$ cat src/rtl/axis_burst_gate_pkg.sv
// Shared types and helpers for the AXI-stream burst gate.
// Both the gate and its idle timer import this package.
package axis_burst_gate_pkg;

  typedef enum logic {
    IDLE  = 1'b0,
    BURST = 1'b1
  } state_t;

  // Maximum number of beats in one packet: MAXB = 2^lgburst.
  function automatic int unsigned burst_max(input int unsigned lgburst);
    return 32'd1 << lgburst;
  endfunction

  // Idle timeout in cycles: TMO = 2^lgtimeout - 1.
  function automatic int unsigned timeout_max(input int unsigned lgtimeout);
    return (32'd1 << lgtimeout) - 32'd1;
  endfunction

endpackage

$ cat src/rtl/axis_burst_timer.sv
// Saturating idle counter for axis_burst_gate.
// Clear has priority over enable; o_tc is high while the count sits at TMO.
module axis_burst_timer
  import axis_burst_gate_pkg::*;
#(
  parameter int LGTIMEOUT = 8
) (
  input  logic i_clk,
  input  logic i_reset,
  input  logic i_clear,
  input  logic i_en,
  output logic o_tc
);

  localparam logic [LGTIMEOUT-1:0] TMO = LGTIMEOUT'(timeout_max(LGTIMEOUT));

  logic [LGTIMEOUT-1:0] r_count;

  always_ff @(posedge i_clk) begin
    if (i_reset || i_clear) begin
      r_count <= '0;
    end else if (i_en && !o_tc) begin
      r_count <= r_count + 1'b1;
    end
  end

  assign o_tc = (r_count == TMO);

endmodule

$ cat src/rtl/axis_burst_gate.sv
// Holds FIFO data until a full burst or an idle timeout, then drains it as one
// TLAST-delimited AXI-stream packet. Optional counters: AXIS_BURST_GATE_STATS_EN.
module axis_burst_gate
  import axis_burst_gate_pkg::*;
#(
  parameter int BW        = 8,
  parameter int LGFLEN    = 4,
  parameter int LGBURST   = 3,
  parameter int LGTIMEOUT = 8
) (
  input  logic              i_clk,
  input  logic              i_reset,
  output logic              o_rd,
  input  logic [BW-1:0]     i_data,
  input  logic              i_empty,
  input  logic [LGFLEN:0]   i_fill,
  input  logic              i_flush,
  output logic              M_AXIS_TVALID,
  input  logic              M_AXIS_TREADY,
  output logic [BW-1:0]     M_AXIS_TDATA,
  output logic              M_AXIS_TLAST,
  output logic              o_busy
`ifdef AXIS_BURST_GATE_STATS_EN
  ,
  output logic [31:0]       o_nbursts,
  output logic [31:0]       o_nshort
`endif
);

  localparam int              MAXB      = burst_max(LGBURST);
  localparam logic [LGBURST:0] MAXB_LEN  = (LGBURST+1)'(MAXB);
  localparam logic [LGFLEN:0]  MAXB_FILL = (LGFLEN+1)'(MAXB);

  state_t               r_state;
  logic [LGBURST:0]     r_len;
  logic [LGBURST-1:0]   r_beat;

  logic fill_nz;
  logic fill_full;
  logic tmr_tc;
  logic tmr_clear;
  logic tmr_en;
  logic start;
  logic last_beat;

  assign fill_nz   = (i_fill != '0);
  assign fill_full = (i_fill >= MAXB_FILL);
  assign start     = (r_state == IDLE) && fill_nz && (fill_full || tmr_tc || i_flush);

  // The timer only ages a partial, non-empty FIFO while idle.
  assign tmr_en    = (r_state == IDLE);
  assign tmr_clear = (r_state == BURST) || start || !fill_nz || fill_full;

  axis_burst_timer #(
    .LGTIMEOUT(LGTIMEOUT)
  ) u_timer (
    .i_clk   (i_clk),
    .i_reset (i_reset),
    .i_clear (tmr_clear),
    .i_en    (tmr_en),
    .o_tc    (tmr_tc)
  );

  assign last_beat     = ({1'b0, r_beat} == (r_len - 1'b1));
  assign o_busy        = (r_state == BURST);
  assign M_AXIS_TVALID = o_busy && !i_empty;
  assign M_AXIS_TLAST  = o_busy && last_beat;
  assign M_AXIS_TDATA  = i_data;
  assign o_rd          = M_AXIS_TVALID && M_AXIS_TREADY;

  always_ff @(posedge i_clk) begin
    if (i_reset) begin
      r_state <= IDLE;
      r_len   <= '0;
      r_beat  <= '0;
    end else begin
      case (r_state)
        IDLE: begin
          if (start) begin
            r_state <= BURST;
            r_len   <= fill_full ? MAXB_LEN : i_fill[LGBURST:0];
            r_beat  <= '0;
          end
        end
        BURST: begin
          if (o_rd) begin
            if (last_beat) begin
              r_state <= IDLE;
            end else begin
              r_beat <= r_beat + 1'b1;
            end
          end
        end
        default: r_state <= IDLE;
      endcase
    end
  end

`ifdef AXIS_BURST_GATE_STATS_EN
  always_ff @(posedge i_clk) begin
    if (i_reset) begin
      o_nbursts <= '0;
      o_nshort  <= '0;
    end else if (o_rd && M_AXIS_TLAST) begin
      o_nbursts <= o_nbursts + 32'd1;
      if (r_len < MAXB_LEN) begin
        o_nshort <= o_nshort + 32'd1;
      end
    end
  end
`endif

endmodule

$ cat config.mk
export PLATFORM = sky130hd
export DESIGN_NAME = axis_burst_gate
export DESIGN_NICKNAME = d
export VERILOG_FILES = /design/src/rtl/axis_burst_gate_pkg.sv /design/src/rtl/axis_burst_timer.sv /design/src/rtl/axis_burst_gate.sv
export SDC_FILE = /design/constraint.sdc
export NUM_CORES = 1
export LEC_CHECK = 0
export ABC_AREA = 1
export ABC_CLOCK_PERIOD_IN_PS = 2490
export BUFFER_PORTS_ARGS = -buffer_cell sky130_fd_sc_hd__clkbuf_2
export CORE_MARGIN = 2
export CORE_UTILIZATION = 45
export CTS_CLUSTER_DIAMETER = 100
export DETAILED_ROUTE_END_ITERATION = 7
export PLACE_DENSITY = 0.79
export SYNTH_ARGS = -nofsm -noshare
export SYNTH_HDL_FRONTEND = slang
export SYNTH_HIERARCHICAL = 1
export SYNTH_SLANG_ARGS = --single-unit
export TNS_END_PERCENT = 5
$ cat constraint.sdc
create_clock -name i_clk -period 2.49 [get_ports i_clk]
set_input_delay 0.1245 -clock i_clk [delete_from_list [all_inputs] [get_ports i_clk]]
set_output_delay 0.1245 -clock i_clk [all_outputs]
set_load 0.03 [all_outputs]
==> run summary <==
Vias: 942
Syn_nets: 179
First-pass GRT wire length: 3380 um
Overflow left after global routing: 0
Top Ports: 30
# DRC: 0
Wirelength per Cell: 10.3 um
CTS Buf Count: 3
Status: complete, no violations
Worst-Margin Slew: 0.345 ns
Worst Hold Launch: i_reset
# fillers: 248
Dpl cells: 189
R2R Path End: u_timer/r_count[4]
GP Congestion: 0.828
Critical path class: flip-flop to flip-flop
Fmax: 466 MHz
Fin. Hold Viols: 0
Worst IR Drop VDD: 286 uV
HPWL Detailed: 1530 um
Vias in the first global route: 855
Avg Vias per Cell: 4.91
Die area: 0.00272 mm2
Final setup fails: 0
Antenna violations before repair: 0
CTS H-tree lvls: 1
Cells on worst reg2reg path: 12
Clock Pin Slew Worst Setup and Hold Paths: 0.09 ns
Hold crit path type: input port to flip-flop
DRT antenna net count: 0
Total track usage: 16.3%
Core area: 0.00221 mm2
Worst path required time: 2.71 ns
Final Max Tran Viols: 0
DR iter-0 viols: 14
R2r setup slk: 0.34 ns
Clock Skews: 0.000530 ns
Routed WL: 1970 um
Clock Sinks: 16
Mapped Area: 0.00104 mm2
Rel. slew slack: 76.9%
Arrival @ worst endpoint: 2.37 ns
CTS tree: built
Smallest hold slack: 0.119 ns
Row Count: 17
CP Capture Type: flip-flop
Antenna diode count: 0
Syn Area/Cell: 6.61 um2
Hold EP: r_len[3]
Crit start category: flip-flop
Setup TNS: 0 ns
#FFs+latches synth: 16
Fin cells: 192
Die X: 52.2 um
RSZ-0062 raised after global routing: no
Hold buffers post-CTS: 0
Nets: 187
Area Growth Syn to Fin: 4.43%
Root Buffer: clkbuf_4
Register area share after synthesis: 30.7%
MaxCap Viol Count: 0
YS warnings: 6
Layout cells sized above 1: 19.5%
Fin crit share: 86.2%
Port-buffer cells: 13
Largest net degree at the start of global routing: 18
Pre-antenna DRT Iters: 5
Reg2reg start: u_timer/r_count[0]
Critical Path Fanout Max: 11
Leakage power: 0.528 nW
Die Ht: 52.2 um
Clock latency on the worst-skew pair: 0.28 ns
Gate Count Post-Synth: 158
WHS Path Cells: 2
Clock Tree Buf Depth: 2
Pwr/cell area: 515 mW/mm2
Tmin final: 2.15 ns
Starting Density: 47.2%
Unique masters post-synth: 23
-- final cells by class --
cell class              count  area [um2]  area share [%]
repair buffers             13        65.1            5.96
flip-flops and latches     16         320            29.4
clock buffers               3        22.5            2.06
multi-input cells         112         572            52.4
well taps                  28        35.0            3.21
inverters                  20        76.3            7.00
-- Yosys cell counts --
| library cell | count | area [um2] |
|---|---|---|
| nor3b_4 | 1 | 18.8 |
| nand4_1 | 1 | 6.26 |
| clkinv_2 | 1 | 5.00 |
| nor2_1 | 26 | 97.6 |
| nand3b_2 | 1 | 11.3 |
| inv_1 | 16 | 60.1 |
| inv_2 | 3 | 11.3 |
| ha_1 | 3 | 37.5 |
| buf_4 | 9 | 67.6 |
| nand2_1 | 38 | 143 |
| dfxtp_1 | 16 | 320 |
| nor2_2 | 3 | 18.8 |
| nand2_2 | 2 | 12.5 |
| nand3b_1 | 2 | 15.0 |
| nand2_4 | 2 | 22.5 |
| a211oi_1 | 3 | 22.5 |
| nor3_1 | 3 | 15.0 |
| buf_6 | 1 | 11.3 |
| a21oi_1 | 12 | 60.1 |
| nand3_1 | 7 | 35.0 |
| xnor2_1 | 1 | 8.76 |
| o21ai_0 | 5 | 25.0 |
| nand3_2 | 2 | 20.0 |
-- where the power goes --
part	switching [mW]	total [mW]	internal, mW
sequential	0.0151	0.287	0.272
combinational	0.0896	0.144	0.0545
clock	0.0753	0.131	0.0561
-- cell families after synthesis --
family	count (synthesis)	synth area share (%)
xor+xnor	1	0.838
flops	16	30.7
buf+inv	30	14.8
compound gates	20	10.3
fa+ha+maj	3	3.59
simple gates	88	39.8
-- layout by cell type (no fill, tap or decap) --
cell type / instances
clkinv_2: 1
o21ai_0: 5
clkbuf_2: 13
nand4_1: 1
dfxtp_1: 16
nor3b_4: 1
nor3_1: 3
ha_1: 3
nand2_2: 2
nand3_1: 7
nand3_2: 2
a211oi_1: 3
nor2_2: 4
nand2_4: 2
xnor2_1: 1
nand2_1: 38
inv_1: 16
nor2_1: 25
clkbuf_4: 3
inv_2: 3
nand3b_2: 1
nand3b_1: 2
a21oi_1: 12
-- metal layers --
metal	vias to the layer above	track usage, %	wire [um]
met2	18	28.5	940
met4	0	7.26	27
met5	-	0	0
met1	411	19.0	912
li1	509	-	-
met3	4	3.43	90
-- registers in the layout, summed over array words and instances (netlist names) --
name             count
o_busy               1
r_beat               3
r_len                4
u_timer/r_count      8
-- how the worst max path moves through the flow --
stage | from | end
final | u_timer/r_count[0] | u_timer/r_count[4]
after global routing | u_timer/r_count[0] | u_timer/r_count[4]
after CTS | u_timer/r_count[0] | u_timer/r_count[4]
after detailed placement | u_timer/r_count[0] | u_timer/r_count[4]
after global placement | u_timer/r_count[0] | u_timer/r_count[4]
after floorplan | u_timer/r_count[0] | u_timer/r_count[4]
-- repair_timing --
action,in CTS,in global routing
gates resized for setup,0,1
buffers inserted,0,0
setup endpoints to repair,0,1
-- critical path, stage by stage (launching register included) --
cell and delay [ns]:
dfxtp_1 0.35, ha_1 0.23, nand2_1 0.10, nor2_1 0.04
nand2_1 0.27, inv_1 0.07, nor2_1 0.10, nand2_1 0.07
nand3_2 0.18, nand3_1 0.13, nor2_2 0.29, o21ai_0 0.14
nor2_1 0.11
-- stage by stage --
| stage | util [%] | area [um2] | worst slack, ns | total power [mW] |
|---|---|---|---|---|
| global placement | 48.2 | 1070 | 0.408 | 0.431 |
| CTS | 49.2 | 1090 | 0.243 | 0.568 |
| global route | 49.3 | 1090 | 0.129 | 0.602 |
| finish | 49.3 | 1090 | 0.343 | 0.562 |
| detailed placement | 48.2 | 1070 | 0.289 | 0.437 |
| floorplan | - | 1040 | 0.637 | 0.428 |
(Power assumes the default switching activity.)
